==> src/rtl/clock_manager_pkg.sv <==
// Shared types and default constants for the clock manager and its divider channels.
package clock_manager_pkg;

  typedef enum logic [1:0] {
    WAIT_LOCK = 2'd0,
    STABILISE = 2'd1,
    RUN       = 2'd2
  } cm_state_e;

  localparam int DEF_NUM_CH        = 2;
  localparam int DEF_DIV_WIDTH     = 8;
  localparam int DEF_STABLE_CYCLES = 1024;

endpackage

==> src/rtl/clock_divider_channel.sv <==
// One clock-enable strobe channel: shadow/active divide registers, period counter
// and a registered strobe that is high in the cycle the count equals the divide.
module clock_divider_channel
  import clock_manager_pkg::*;
#(
  parameter int DIV_WIDTH = DEF_DIV_WIDTH
) (
  input  logic                 clock_in,
  input  logic                 reset,
  input  logic                 run,
  input  logic                 run_next,
  input  logic                 en,
  input  logic                 div_load,
  input  logic [DIV_WIDTH-1:0] div,
  output logic                 strobe
);

  logic [DIV_WIDTH-1:0] active_reg, active_next;
  logic [DIV_WIDTH-1:0] shadow_reg, shadow_next;
  logic [DIV_WIDTH-1:0] cnt_reg, cnt_next;
  logic                 live_reg, live_next;
  logic                 strobe_reg, strobe_next;

  // All next values describe the upcoming cycle, so the registered strobe
  // lines up with the cycle in which the count equals the active divide.
  always_comb begin
    shadow_next = div_load ? div : shadow_reg;
    active_next = (!run || strobe_reg) ? shadow_next : active_reg;
    live_next   = run_next && en;
    cnt_next    = '0;
    if (live_reg && live_next && !strobe_reg) begin
      cnt_next = cnt_reg + DIV_WIDTH'(1);
    end
    strobe_next = live_next && (cnt_next == active_next);
  end

  always_ff @(posedge clock_in) begin
    if (reset) begin
      active_reg <= '1;
      shadow_reg <= '1;
      cnt_reg    <= '0;
      live_reg   <= 1'b0;
      strobe_reg <= 1'b0;
    end else begin
      active_reg <= active_next;
      shadow_reg <= shadow_next;
      cnt_reg    <= cnt_next;
      live_reg   <= live_next;
      strobe_reg <= strobe_next;
    end
  end

  assign strobe = strobe_reg;

endmodule

==> src/rtl/clock_manager.sv <==
// PLL lock supervisor: synchronises locked, holds sys_reset until lock has been
// stable for STABLE_CYCLES, then drives per-channel clock-enable strobes.
module clock_manager
  import clock_manager_pkg::*;
#(
  parameter int NUM_CH        = DEF_NUM_CH,
  parameter int DIV_WIDTH     = DEF_DIV_WIDTH,
  parameter int STABLE_CYCLES = DEF_STABLE_CYCLES
) (
  input  logic                          clock_in,
  input  logic                          reset,
  input  logic                          locked,
  input  logic [NUM_CH*DIV_WIDTH-1:0]   div,
  input  logic [NUM_CH-1:0]             div_load,
  input  logic [NUM_CH-1:0]             ch_en,
  output logic                          sys_reset,
  output logic                          ready,
  output logic [NUM_CH-1:0]             strobe
);

  localparam int CW = $clog2(STABLE_CYCLES);

  cm_state_e     state_reg;
  logic [CW-1:0] stab_cnt_reg;
  logic          sync1_reg;
  logic          lock_s_reg;
  logic          sys_reset_reg;
  logic          ready_reg;
  logic          run_next;

  // Whether the upcoming cycle is a RUN cycle; lets the channels present
  // their first strobe on the very first RUN cycle.
  always_comb begin
    run_next = 1'b0;
    if (!reset && lock_s_reg) begin
      case (state_reg)
        STABILISE: run_next = (stab_cnt_reg == CW'(STABLE_CYCLES - 1));
        RUN:       run_next = 1'b1;
        default:   run_next = 1'b0;
      endcase
    end
  end

  always_ff @(posedge clock_in) begin
    if (reset) begin
      state_reg     <= WAIT_LOCK;
      stab_cnt_reg  <= '0;
      sync1_reg     <= 1'b0;
      lock_s_reg    <= 1'b0;
      sys_reset_reg <= 1'b1;
      ready_reg     <= 1'b0;
    end else begin
      sync1_reg     <= locked;
      lock_s_reg    <= sync1_reg;
      sys_reset_reg <= !run_next;
      ready_reg     <= run_next;
      case (state_reg)
        WAIT_LOCK: begin
          stab_cnt_reg <= '0;
          if (lock_s_reg) state_reg <= STABILISE;
        end
        STABILISE: begin
          if (!lock_s_reg) begin
            state_reg    <= WAIT_LOCK;
            stab_cnt_reg <= '0;
          end else if (stab_cnt_reg == CW'(STABLE_CYCLES - 1)) begin
            state_reg    <= RUN;
            stab_cnt_reg <= '0;
          end else begin
            stab_cnt_reg <= stab_cnt_reg + CW'(1);
          end
        end
        RUN: begin
          stab_cnt_reg <= '0;
          if (!lock_s_reg) state_reg <= WAIT_LOCK;
        end
        default: begin
          state_reg    <= WAIT_LOCK;
          stab_cnt_reg <= '0;
        end
      endcase
    end
  end

  genvar gi;
  generate
    for (gi = 0; gi < NUM_CH; gi++) begin : g_ch
      clock_divider_channel #(
        .DIV_WIDTH(DIV_WIDTH)
      ) u_ch (
        .clock_in (clock_in),
        .reset    (reset),
        .run      (ready_reg),
        .run_next (run_next),
        .en       (ch_en[gi]),
        .div_load (div_load[gi]),
        .div      (div[gi*DIV_WIDTH +: DIV_WIDTH]),
        .strobe   (strobe[gi])
      );
    end
  endgenerate

  assign sys_reset = sys_reset_reg;
  assign ready     = ready_reg;

endmodule
==> config.mk <==
export PLATFORM = sky130hd
export DESIGN_NAME = clock_manager
export DESIGN_NICKNAME = d
export VERILOG_FILES = /design/src/rtl/clock_manager_pkg.sv /design/src/rtl/clock_divider_channel.sv /design/src/rtl/clock_manager.sv
export SDC_FILE = /design/constraint.sdc
export NUM_CORES = 1
export LEC_CHECK = 0
export BUFFER_PORTS_ARGS = -buffer_cell sky130_fd_sc_hd__buf_4
export CAP_MARGIN = 5
export CELL_PAD_IN_SITES_DETAIL_PLACEMENT = 0
export CELL_PAD_IN_SITES_GLOBAL_PLACEMENT = 2
export CORE_ASPECT_RATIO = 1.25
export CORE_UTILIZATION = 38
export DETAILED_ROUTE_END_ITERATION = 6
export GPL_ROUTABILITY_DRIVEN = 0
export HOLD_SLACK_MARGIN = 0.1
export MAX_ROUTING_LAYER = met4
export PLACE_DENSITY_LB_ADDON = 0.1
export SYNTH_ARGS = -nofsm -noshare
export SYNTH_HDL_FRONTEND = slang
export SYNTH_HIERARCHICAL = 1
export SYNTH_SLANG_ARGS = --single-unit
==> constraint.sdc <==
create_clock -name clock_in -period 3.5 [get_ports clock_in]
set_clock_uncertainty 0.1 [all_clocks]
set_input_delay 0.35 -clock clock_in [delete_from_list [all_inputs] [get_ports clock_in]]
set_output_delay 0.35 -clock clock_in [all_outputs]
set_load 0.01 [all_outputs]
==> impl_metrics.toml <==
[yosys]
ys.flop_type = "dfxtp_1"
yosysWarnings = 6
yosysSeqAreaShare_pct = 42.0
synthCells = 333
ys_seq_elements = 68
synth-edff-count = 0
synth_cell_types = 52
synth-async-reset-ratio_pct = 0
syn_nets = 362
syn_area_sq_mm = 0.00324
syn-mean-instance-area_sq_um = 9.74

[clock_tree]
clk_pin_slew_worst_paths_ns = 0.07
cts_tree = "yes"
cts_buffers = 9
ctsRootBufferMaster = "clkbuf_8"
cts_htree_levels = 3
clockBufferDepth = 2
clock_insertion_delay_worst_skew_ns = 0.34
cts_sinks = 68

[worst_setup_path]
worstPathCellList = "ha_1 > and4_1 > a41oi_1 > nor2_1 > nand2_1 > nor3b_1 > o21ai_1 > xnor2_1 > nand3_1 > a2111oi_2"
cp_data_required_time_ns = 3.64
end_kind = "register"
cp_slowest_stage_delay_ns = 0.44
criticalPathCategory = "register to register"
start_kind = "register"
critPathArrivalTime_ns = 3.02
slowest_stage = "nor3b_1"
reg2reg_depth = 10
path_max_fanout = 5

[detailed_routing]
detail-route-antenna-nets = 0
dr.pass1.iters = 6
remaining_drc_errors = 0
num_vias = 2342
vias_per_cell = 5.06
totalWireLength_mm = 6.12
wl_per_cell_microns = 13.2
first_iter_violations = 34

[grt]
antenna_found_initial = 0
grt_pass1_wl_mm = 10.2
grt_max_degree = 50
first_global_vias = 2206
grt_util_met3_pct = 4.70
busiest_layer = "met2"
overflow = 0
gr-usage-met2_pct = 24.2
use_met1_pct = 17.5
track_usage_pct = 15.2

[finish]
layout_commonest_cell = "dfxtp_1"
antennaDiodeCount = 0
drive_above_1_share_pct = 19.9
fin_area_sq_mm = 0.00368
syn_to_final_growth_pct = 13.6
nets = 390
final_cell_mix = "68 x dfxtp_1, 30 x nand2b_1, 27 x buf_4, 25 x nor2_1, 22 x nand2_1"

[floorplanning]
pin_count = 27
num_rows = 37
core-area_sq_mm = 0.00824
die_y_microns = 105
start_util_pct = 39.3
die-area_sq_mm = 0.00891
die_x_microns = 84.6

[timing]
hold_viol = 0
whs_ns = 0.162
setup_ws_ns = 0.621
timing.setup.tns_ns = 0
setup_viol = 0
finalCritPeriodShare_pct = 82.2
tightestPinTransition_ns = 0.744
drv_slew = 0
grt_setup_unrepaired = "no"
slew_headroom_pct = 50.4
max_freq_ghz = 0.347
post-route-min-period_ns = 2.88

[pwr]
ir_drop_v = 0.000231
swShare_pct = 22.7
comb_power_share_pct = 7.6
p_seq_share_pct = 50.7
power_density_mw_per_mm2 = 431
p_int_mw = 1.23
finalPower_mw = 1.59
p_leak_nw = 1.41
power_switching_mw = 0.360
clock_power_share_pct = 41.6

[placed_design]
place_ws_ns = 0.627
portBuffers = 26
dpl_cell_area_sq_mm = 0.00347
post-dp-hpwl_mm = 4.42

[worst_hold_path]
min_path_cells = 3
min_path_type = "input pin to register"

[outcome]
status = "finished, final reports clean"

[job]
drv_cap = 0
timing repair:
action	in CTS	in global routing
endpoints found under the hold margin	0	1
buffers inserted	0	0
hold buffers	0	1
gates resized for setup	0	0
routing by layer:
layer  routed length, microns  share of wire (%)
met5                        0                  0
met4                       59               0.96
met3                      250                4.1
met2                     2890                 47
met1                     2920                 48
worst max-delay path: cells and delay by family, from the launching register on:
kind / cells / cell delay, ns
XOR/XNOR: 1 / 0.19
AO/OA/AOI/OAI: 3 / 0.71
adder cells (fa/ha/maj): 1 / 0.23
flip-flops: 1 / 0.37
AND/OR/NAND/NOR: 5 / 1.18
worst paths after layout:
path,startpoint,to,slack (ns)
hold / removal,div[15],g_ch[1].u_ch/shadow_reg[7],0.16
setup / recovery,stab_cnt_reg[0],g_ch[0].u_ch/strobe,0.62
hold reg to reg,sync1_reg,lock_s_reg,0.35
setup reg to reg,stab_cnt_reg[0],g_ch[0].u_ch/strobe,0.62
synthesized netlist by cell type (3+ instances only):
cell	n	share of area, %
nand4_1	3	0.58
o21ai_1	14	2.2
or2_2	9	1.7
nand2b_1	30	5.8
nor3_1	7	1.1
nand3_1	14	2.2
nand2_1	22	2.5
xnor2_1	5	1.4
mux2_4	4	1.9
o31ai_1	3	0.69
clkbuf_1	4	0.46
a21oi_1	6	0.93
mux2i_4	4	2.8
ha_1	6	2.3
xnor2_2	4	2.0
mux2i_1	13	4.0
inv_1	10	1.2
and4_1	3	0.81
o21ai_0	11	1.7
nor3b_1	4	0.93
or3_1	5	0.96
a21o_1	4	0.93
xor2_1	10	2.7
nor2_1	25	2.9
dfxtp_1	68	42
power groups by stage:
stage,Sequential [mW],Clock [mW],Combinational [mW]
2_1_floorplan,0.822,0,0.0886
3_3_place_gp,0.824,0,0.122
3_5_place_dp,0.824,0,0.123
4_1_cts,0.806,0.691,0.124
5_1_grt,0.808,0.724,0.135
6_report,0.806,0.661,0.121
area by class of cell:
type	count	area (sq um)
Fill cell	830	4560
Multi-Input combinational cell	244	1750
Sequential cell	68	1360
Timing Repair Buffer	28	213
Clock buffer	12	155
Tap cell	97	121
Clock inverter	4	47.5
Inverter	10	37.5
metrics by stage:
stage	std cells	util, %
3_5_place_dp	446	42.1
6_report	463	44.7
4_1_cts	462	44.6
2_1_floorplan	333	-
3_3_place_gp	446	42.1
5_1_grt	463	44.7
cells by family (layout without fill, tap and decap cells):
group / after synthesis / after routing / share of synthesized area (%)
compound gates: 54 / 54 / 11.1
xor+xnor: 19 / 19 / 6.06
fa+ha+maj: 6 / 6 / 2.32
buf+inv: 21 / 54 / 4.09
flops: 68 / 68 / 42.0
mux: 25 / 25 / 10.0
simple gates: 140 / 140 / 24.4
(Power assumes the default switching activity.)
